==> src/rtl/pixel_pair_pkg.sv <==
// Shared constants, frame-state enum and small helpers for the pixel_pair_adjust stage.
// PIXEL_PAIR_GRAY_OUT_EN selects the extra luma stage and the matching latency.
package pixel_pair_pkg;

  localparam int unsigned PIX_W   = 8;
  localparam int unsigned NUM_CH  = 6;
  localparam int unsigned D_W     = 11;
  localparam int unsigned PROD_W  = 20;
  localparam int          MID_GREY = 128;
  localparam logic [7:0]  GAIN_ONE = 8'h10;

  localparam int unsigned LUMA_R = 77;
  localparam int unsigned LUMA_G = 150;
  localparam int unsigned LUMA_B = 29;

`ifdef PIXEL_PAIR_GRAY_OUT_EN
  localparam int unsigned LAT = 4;
`else
  localparam int unsigned LAT = 3;
`endif

  typedef enum logic [1:0] {
    StIdle,
    StActive,
    StDone
  } frame_state_e;

  function automatic logic [2:0] count_ones6(input logic [5:0] flags);
    logic [2:0] n;
    n = '0;
    for (int i = 0; i < 6; i++) begin
      n = n + 3'(flags[i]);
    end
    return n;
  endfunction

  function automatic logic [PIX_W-1:0] luma(input logic [PIX_W-1:0] r,
                                            input logic [PIX_W-1:0] g,
                                            input logic [PIX_W-1:0] b);
    logic [15:0] sum;
    sum = 16'(LUMA_R) * 16'(r) + 16'(LUMA_G) * 16'(g) + 16'(LUMA_B) * 16'(b);
    return 8'(sum >> 8);
  endfunction

endpackage

==> src/rtl/chan_adjust.sv <==
// One colour channel: offset about mid-grey (S1), Q4.4 gain (S2), re-centre and clamp (S3).
module chan_adjust
  import pixel_pair_pkg::*;
(
  input  logic              clk_i,
  input  logic              rst_ni,
  input  logic [PIX_W-1:0]  pix_i,
  input  logic signed [8:0] offset_i,
  input  logic [7:0]        gain_i,
  output logic [PIX_W-1:0]  pix_o,
  output logic              clip_o
);

  logic signed [D_W-1:0]    d_d, d_q;
  logic [7:0]               gain_q;
  logic signed [PROD_W-1:0] prod, m_d, m_q, v;
  logic [PIX_W-1:0]         pix_d, pix_q;
  logic                     clip_d, clip_q;

  always_comb begin
    d_d  = $signed({3'b000, pix_i}) + D_W'(offset_i) - D_W'(MID_GREY);
    prod = PROD_W'(d_q) * $signed({12'b0, gain_q});
    m_d  = prod >>> 4;
    v    = m_q + PROD_W'(MID_GREY);
    pix_d  = v[PIX_W-1:0];
    clip_d = 1'b0;
    if (v[PROD_W-1]) begin
      pix_d  = '0;
      clip_d = 1'b1;
    end else if (|v[PROD_W-2:PIX_W]) begin
      pix_d  = '1;
      clip_d = 1'b1;
    end
  end

  // Gain travels with its sample so S2 always uses the setting the sample entered with.
  always_ff @(posedge clk_i or negedge rst_ni) begin
    if (!rst_ni) begin
      d_q    <= '0;
      gain_q <= '0;
      m_q    <= '0;
      pix_q  <= '0;
      clip_q <= 1'b0;
    end else begin
      d_q    <= d_d;
      gain_q <= gain_i;
      m_q    <= m_d;
      pix_q  <= pix_d;
      clip_q <= clip_d;
    end
  end

  assign pix_o  = pix_q;
  assign clip_o = clip_q;

endmodule

==> src/rtl/pixel_pair_adjust.sv <==
// Dual-pixel brightness/contrast stage with delay-matched syncs, per-frame counters and
// frame_done FSM. Define PIXEL_PAIR_GRAY_OUT_EN to add a luma output stage (LAT 4).
module pixel_pair_adjust
  import pixel_pair_pkg::*;
#(
  parameter int unsigned WIDTH  = 768,
  parameter int unsigned HEIGHT = 512,
  parameter int unsigned CNT_W  = 20
) (
  input  logic              HCLK,
  input  logic              HRESETn,
  input  logic              VSYNC_IN,
  input  logic              HSYNC_IN,
  input  logic [7:0]        DATA_R0_IN,
  input  logic [7:0]        DATA_G0_IN,
  input  logic [7:0]        DATA_B0_IN,
  input  logic [7:0]        DATA_R1_IN,
  input  logic [7:0]        DATA_G1_IN,
  input  logic [7:0]        DATA_B1_IN,
  input  logic signed [8:0] offset,
  input  logic [7:0]        gain,
  output logic              VSYNC_OUT,
  output logic              HSYNC_OUT,
  output logic [7:0]        DATA_R0_OUT,
  output logic [7:0]        DATA_G0_OUT,
  output logic [7:0]        DATA_B0_OUT,
  output logic [7:0]        DATA_R1_OUT,
  output logic [7:0]        DATA_G1_OUT,
  output logic [7:0]        DATA_B1_OUT,
  output logic              frame_done,
  output logic [CNT_W-1:0]  pair_cnt,
  output logic [CNT_W-1:0]  clip_cnt
);

  localparam logic [CNT_W-1:0] PAIRS_PER_FRAME = CNT_W'(WIDTH * HEIGHT / 2);

  logic              vs_prev_q, vs_rise;
  logic signed [8:0] offset_q, offset_eff;
  logic [7:0]        gain_q, gain_eff;
  logic [LAT-1:0]    hs_q, vs_q;

  logic [PIX_W-1:0]  pix_in  [NUM_CH];
  logic [PIX_W-1:0]  pix_s3  [NUM_CH];
  logic [PIX_W-1:0]  pix_out [NUM_CH];
  logic [NUM_CH-1:0] clip_s3, clip_out;

  logic [CNT_W-1:0]  pair_cnt_q, pair_cnt_d, clip_cnt_q, clip_cnt_d;
  logic [CNT_W:0]    clip_sum;
  logic [2:0]        n_clip;
  frame_state_e      state_q, state_d;

  assign vs_rise = VSYNC_IN & ~vs_prev_q;
  // New settings apply from the rising-edge cycle itself, so a frame is uniformly adjusted.
  assign offset_eff = vs_rise ? offset : offset_q;
  assign gain_eff   = vs_rise ? gain : gain_q;

  always_ff @(posedge HCLK or negedge HRESETn) begin
    if (!HRESETn) begin
      vs_prev_q <= 1'b0;
      offset_q  <= '0;
      gain_q    <= GAIN_ONE;
      hs_q      <= '0;
      vs_q      <= '0;
    end else begin
      vs_prev_q <= VSYNC_IN;
      offset_q  <= offset_eff;
      gain_q    <= gain_eff;
      hs_q      <= {hs_q[LAT-2:0], HSYNC_IN};
      vs_q      <= {vs_q[LAT-2:0], VSYNC_IN};
    end
  end

  assign pix_in[0] = DATA_R0_IN;
  assign pix_in[1] = DATA_G0_IN;
  assign pix_in[2] = DATA_B0_IN;
  assign pix_in[3] = DATA_R1_IN;
  assign pix_in[4] = DATA_G1_IN;
  assign pix_in[5] = DATA_B1_IN;

  for (genvar i = 0; i < NUM_CH; i++) begin : g_chan
    chan_adjust u_chan (
      .clk_i    (HCLK),
      .rst_ni   (HRESETn),
      .pix_i    (pix_in[i]),
      .offset_i (offset_eff),
      .gain_i   (gain_eff),
      .pix_o    (pix_s3[i]),
      .clip_o   (clip_s3[i])
    );
  end

`ifdef PIXEL_PAIR_GRAY_OUT_EN
  logic [PIX_W-1:0]  y_q [2];
  logic [NUM_CH-1:0] clip_q;

  always_ff @(posedge HCLK or negedge HRESETn) begin
    if (!HRESETn) begin
      y_q[0] <= '0;
      y_q[1] <= '0;
      clip_q <= '0;
    end else begin
      y_q[0] <= luma(pix_s3[0], pix_s3[1], pix_s3[2]);
      y_q[1] <= luma(pix_s3[3], pix_s3[4], pix_s3[5]);
      clip_q <= clip_s3;
    end
  end

  always_comb begin
    for (int i = 0; i < NUM_CH; i++) begin
      pix_out[i] = y_q[i / 3];
    end
    clip_out = clip_q;
  end
`else
  always_comb begin
    for (int i = 0; i < NUM_CH; i++) begin
      pix_out[i] = pix_s3[i];
    end
    clip_out = clip_s3;
  end
`endif

  assign HSYNC_OUT   = hs_q[LAT-1];
  assign VSYNC_OUT   = vs_q[LAT-1];
  assign DATA_R0_OUT = HSYNC_OUT ? pix_out[0] : '0;
  assign DATA_G0_OUT = HSYNC_OUT ? pix_out[1] : '0;
  assign DATA_B0_OUT = HSYNC_OUT ? pix_out[2] : '0;
  assign DATA_R1_OUT = HSYNC_OUT ? pix_out[3] : '0;
  assign DATA_G1_OUT = HSYNC_OUT ? pix_out[4] : '0;
  assign DATA_B1_OUT = HSYNC_OUT ? pix_out[5] : '0;

  assign n_clip = count_ones6(clip_out);

  // Frame-start clear wins over the increment; the coincident pair opens the new frame.
  always_comb begin
    clip_sum   = {1'b0, clip_cnt_q} + (CNT_W + 1)'(n_clip);
    pair_cnt_d = pair_cnt_q;
    clip_cnt_d = clip_cnt_q;
    if (vs_rise) begin
      pair_cnt_d = CNT_W'(HSYNC_OUT);
      clip_cnt_d = HSYNC_OUT ? CNT_W'(n_clip) : '0;
    end else if (HSYNC_OUT) begin
      pair_cnt_d = (&pair_cnt_q) ? pair_cnt_q : pair_cnt_q + CNT_W'(1);
      clip_cnt_d = clip_sum[CNT_W] ? '1 : clip_sum[CNT_W-1:0];
    end
  end

  always_comb begin
    state_d = state_q;
    unique case (state_q)
      StIdle: begin
        if (vs_rise) state_d = StActive;
      end
      StActive: begin
        if (!vs_rise && HSYNC_OUT && pair_cnt_d == PAIRS_PER_FRAME) state_d = StDone;
      end
      StDone: begin
        state_d = vs_rise ? StActive : StIdle;
      end
      default: state_d = StIdle;
    endcase
  end

  always_ff @(posedge HCLK or negedge HRESETn) begin
    if (!HRESETn) begin
      pair_cnt_q <= '0;
      clip_cnt_q <= '0;
      state_q    <= StIdle;
    end else begin
      pair_cnt_q <= pair_cnt_d;
      clip_cnt_q <= clip_cnt_d;
      state_q    <= state_d;
    end
  end

  assign pair_cnt   = pair_cnt_q;
  assign clip_cnt   = clip_cnt_q;
  assign frame_done = (state_q == StDone);

endmodule

==> config.mk <==
export PLATFORM = sky130hd
export DESIGN_NAME = pixel_pair_adjust
export DESIGN_NICKNAME = d
export VERILOG_FILES = /design/src/rtl/pixel_pair_pkg.sv /design/src/rtl/chan_adjust.sv /design/src/rtl/pixel_pair_adjust.sv
export SDC_FILE = /design/constraint.sdc
export NUM_CORES = 2
export LEC_CHECK = 0
export BUFFER_PORTS_ARGS = -buffer_cell sky130_fd_sc_hd__buf_2
export CAP_MARGIN = 20
export CORE_MARGIN = 10
export CORE_UTILIZATION = 50
export CTS_CLUSTER_SIZE = 40
export DETAILED_ROUTE_END_ITERATION = 10
export PLACE_DENSITY = 0.65
export SLEW_MARGIN = 20
export SYNTH_ARGS = -nofsm -noshare
export SYNTH_HDL_FRONTEND = slang
export SYNTH_SLANG_ARGS = --single-unit
==> constraint.sdc <==
create_clock -name HCLK -period 14.6 [get_ports HCLK]
set_input_delay 2.19 -clock HCLK [delete_from_list [all_inputs] [get_ports HCLK]]
set_output_delay 2.19 -clock HCLK [all_outputs]
set_load 0.01 [all_outputs]
==> metrics.md <==
| Metric | Value |
|---|---|
| Status | complete, no violations |
| Synth Cell Area | 31700 sq um |
| Clk pin slew, worst setup/hold paths | 0.06 ns |
| Root Buffer | clkbuf_16 |
| Sink Count | 282 |
| CTS buffer count | 36 |
| Largest family of logic cells by synthesized area | adder cells |
| Rel. slew slack | between 30% and 40% |
| Routed Antenna Nets | 0 |
| DRC viols | 0 |
| Fin crit share | 38.9% |
| Post-CTS Setup Bufs | 0 |
| Initial antenna violation count | 3 |
| Synth Area in Compound Gates | under 10% |
| Hpwl dp | 54000 microns |
| Max Slew Vio Count | 0 |
| Die W | between 200 and 300 microns |
| Sequential area share after synthesis | around 22% |
| Iteration-0 DRC Markers | 1359 |
| CTS tree | yes |
| Synth top area share | 27.9% |
| R2R Setup Slk | approximately 8.9 ns |
| Ys flop type | dfrtp_1 |
| Worst EP required | 15.03 ns |
| Synth Area per Inst | approximately 9 sq um |
| Total Wirelength | 69700 microns |
| Mux cell area share after synthesis | 0.193% |
| Core area | 63000 sq um |
| Critical-path maximum fanout | 40 |
| Mapped Cells | 3435 |
| Synth area leaders | fa_1 28%, dfrtp_1 22%, ha_1 11% |
| Fraction of layout cells with a size suffix above 1 | 7.60% |
| RSZ-0062 raised after global routing | no |
| Synth Area in Adders | 39.3% |
| Ys Warns | 0 |
| Worst min path class | register to register |
| Hold buffer count at CTS | 0 |
| CP arrival | 6.11 ns |
| Total GRT Usage | 19.7% |
| Critical R2R Launch | g_chan[5].u_chan.gain_q[4] |
| Area delta synth->final | 9.26% |
| Yosys top cell by area | fa_1 |
| Number of max-cap violations | 0 |
| Fin nets | 4351 |
| PortBufs | 159 |
| TNS Setup | 0 ns |
| Post-Synth XOR/XNOR Area | 4.25% |
| Worst r2r path cells | 17 |
| Vias | 22502 |
| Insertion delay to the later sink of the worst-skew pair | 0.56 ns |
| Final Critical Period | 5.69 ns |
| Max Clock Freq | approximately 0.18 GHz |
| Ports | 160 |
| Nature of the critical path endpoint | register |
| Post-Synth Simple-Gate Area | between 10% and 20% |
| CTS H-tree depth | 2 |
| EDFF count, synth | 0 |
| Crit start category | register |
| Cts repair resizes | 0 |
| Starting Density | 50.4% |
| Worst Skew | 0.0204 ns |
| Die area | 73900 sq um |
| Per-cell routed wire length | between 15 and 20 microns |
| Yosys reg bits | ~280 |
| Remaining Overflow, GRT | 0 |
| Global-route wire length before repair | 120000 microns |
| Number of global-route vias before repair | 23526 |
| Max Buffers Root-to-Sink | 3 |
| DIE HEIGHT | 272 microns |
| Async SR Flop Fraction | 100% |
| Class of the most critical setup path | register to register |
| CP Launch Point | g_chan[5].u_chan.gain_q[4] |
| Largest net degree at the start of global routing | 92 |
| Row count | 92 |
| Distinct cells, synth | 66 |
| DR vias/cell | about 5.1 |
| Worst slew pin tran | 0.940 ns |
| Final Setup Violations | 0 |
| RD Place Congestion | approximately 0.84 |
| Worst setup path endpoint | g_chan[1].u_chan.m_q[15] |
| Final hold vios | 0 |
| First drt pass iteration count | 6 |
| Syn Nets | 4233 |
| Reg-to-Reg End | g_chan[1].u_chan.m_q[15] |
## synth_stat cells, types with 3 or more instances
cell type and n:
nor3_1 77, nand2_1 385, nand4_1 18, a31o_2 4
o21bai_1 11, o211ai_1 3, o21ai_0 62, nand4b_1 7
ha_1 287, buf_1 4, a21oi_1 92, and2_1 300
a31oi_1 18, nor2b_1 19, a41o_1 7, nand3_1 45
mux2i_1 5, or3_1 14, maj3_1 4, nand2b_1 14
o21a_1 65, and3_1 19, a21boi_0 13, nor2_1 139
xnor2_1 127, fa_1 442, or2_2 9, o41a_1 3
xor2_1 27, a21o_1 29, nor4_1 10, o41ai_1 3
a211oi_1 21, inv_1 744, clkbuf_1 86, dfrtp_1 281
and4_1 3
## metrics by stage
stage / instance area [sq um] / worst slack (ns) / util [%] / hold WS (ns) / cells
floorplan: 31700 / 8.54 / - / 0.331 / 3435
global placement: 33400 / 8.69 / 53.0 / 0.335 / 4361
detailed placement: 33400 / 8.58 / 53.0 / 0.336 / 4361
global route: 34700 / 8.55 / 55.1 / 0.355 / 4425
CTS: 34700 / 8.94 / 55.1 / 0.348 / 4425
finish: 34700 / 8.91 / 55.1 / 0.345 / 4426
## registers in the layout (all words and copies together) (netlist names)
register              cells
g_chan.u_chan.clip_o      6
pair_cnt                 20
g_chan.u_chan.m_q        96
clip_cnt                 20
offset_q                  9
gain_q                    2
vs_q                      3
g_chan.u_chan.pix_o      48
g_chan.u_chan.d_q        66
g_chan.u_chan.gain_q      7
state_q                   2
hs_q                      3
## cell type report
type | instances | area, sq um
timing repair buffer | 173 | 911
tap | 846 | 1060
clock buffer | 47 | 1020
fill | 5824 | 28300
sequential | 282 | 7070
multi-input combinational | 2315 | 21600
clock inverter | 17 | 251
inverter | 745 | 2800
antenna | 1 | 2.50
## critical path: stages (launching register included)
cell	delay [ns]
dfrtp_2	0.73
buf_4	0.55
nand2_1	0.16
fa_1	0.52
fa_1	0.55
inv_1	0.05
fa_1	0.47
inv_1	0.05
fa_1	0.47
inv_1	0.04
ha_1	0.31
o21a_1	0.20
o311a_1	0.13
a2111oi_0	0.51
nor3_1	0.17
a211oi_1	0.36
a21oi_1	0.14
xnor2_1	0.15
## worst min-delay path by stage
stage                     startpoint  endpoint  slack (ns)  depth (start not counted)
after detailed placement     hs_q[0]   hs_q[1]        0.34                          0
after CTS                    hs_q[0]   hs_q[1]        0.35                          0
after global placement       hs_q[0]   hs_q[1]        0.34                          0
after global routing         hs_q[0]   hs_q[1]        0.36                          0
final                        hs_q[0]   hs_q[1]        0.34                          0
after floorplan              hs_q[0]   hs_q[1]        0.33                          0
## kinds of logic (layout without fill, tap and decap cells)
family | Yosys count | after routing
simple gates | 1071 | 1071
buf+inv | 838 | 982
fa+ha+maj | 733 | 733
compound gates | 351 | 351
flops | 282 | 282
xor+xnor | 154 | 154
mux | 6 | 6
other cells | 0 | 1
## layout by cell type, fill, tap and decap left out, types with 4 or more instances in the layout
cell type  instances
maj3_1             4
nand4_1           18
xor2_1            27
a31oi_1           18
o21bai_1          11
fa_1             442
a211oi_1          21
or2_2              9
clkinv_2           6
nor3_1            77
xnor2_1          127
a41o_1             7
clkbuf_8           6
nand4b_1           7
ha_1             287
a21boi_0          13
nor4_1            10
buf_2            158
clkbuf_1           4
o21a_1            65
or3_1             14
and2_1           300
a21o_1            29
a31o_2             4
nand3_1           45
buf_4             14
nor2_1           139
nor2b_1           18
clkbuf_16         37
nand2_1          385
o21ai_0           62
a21oi_1           92
bufinv_16          6
dfrtp_2            8
inv_1            744
and3_1            19
nand2b_1          13
dfrtp_1          272
## layer usage
layer | up-vias | GRT usage (%) | routed length, microns
met2 | 418 | 32.8 | 33000
met5 | - | 0 | 10
met3 | 69 | 3.32 | 3680
met4 | 2 | 4.30 | 1310
met1 | 11209 | 26.7 | 31700
li1 | 10804 | - | -
Power is left out: the tool's default activity adds up to more than one toggle a clock period on the data nets, which glitch-free logic cannot reach.
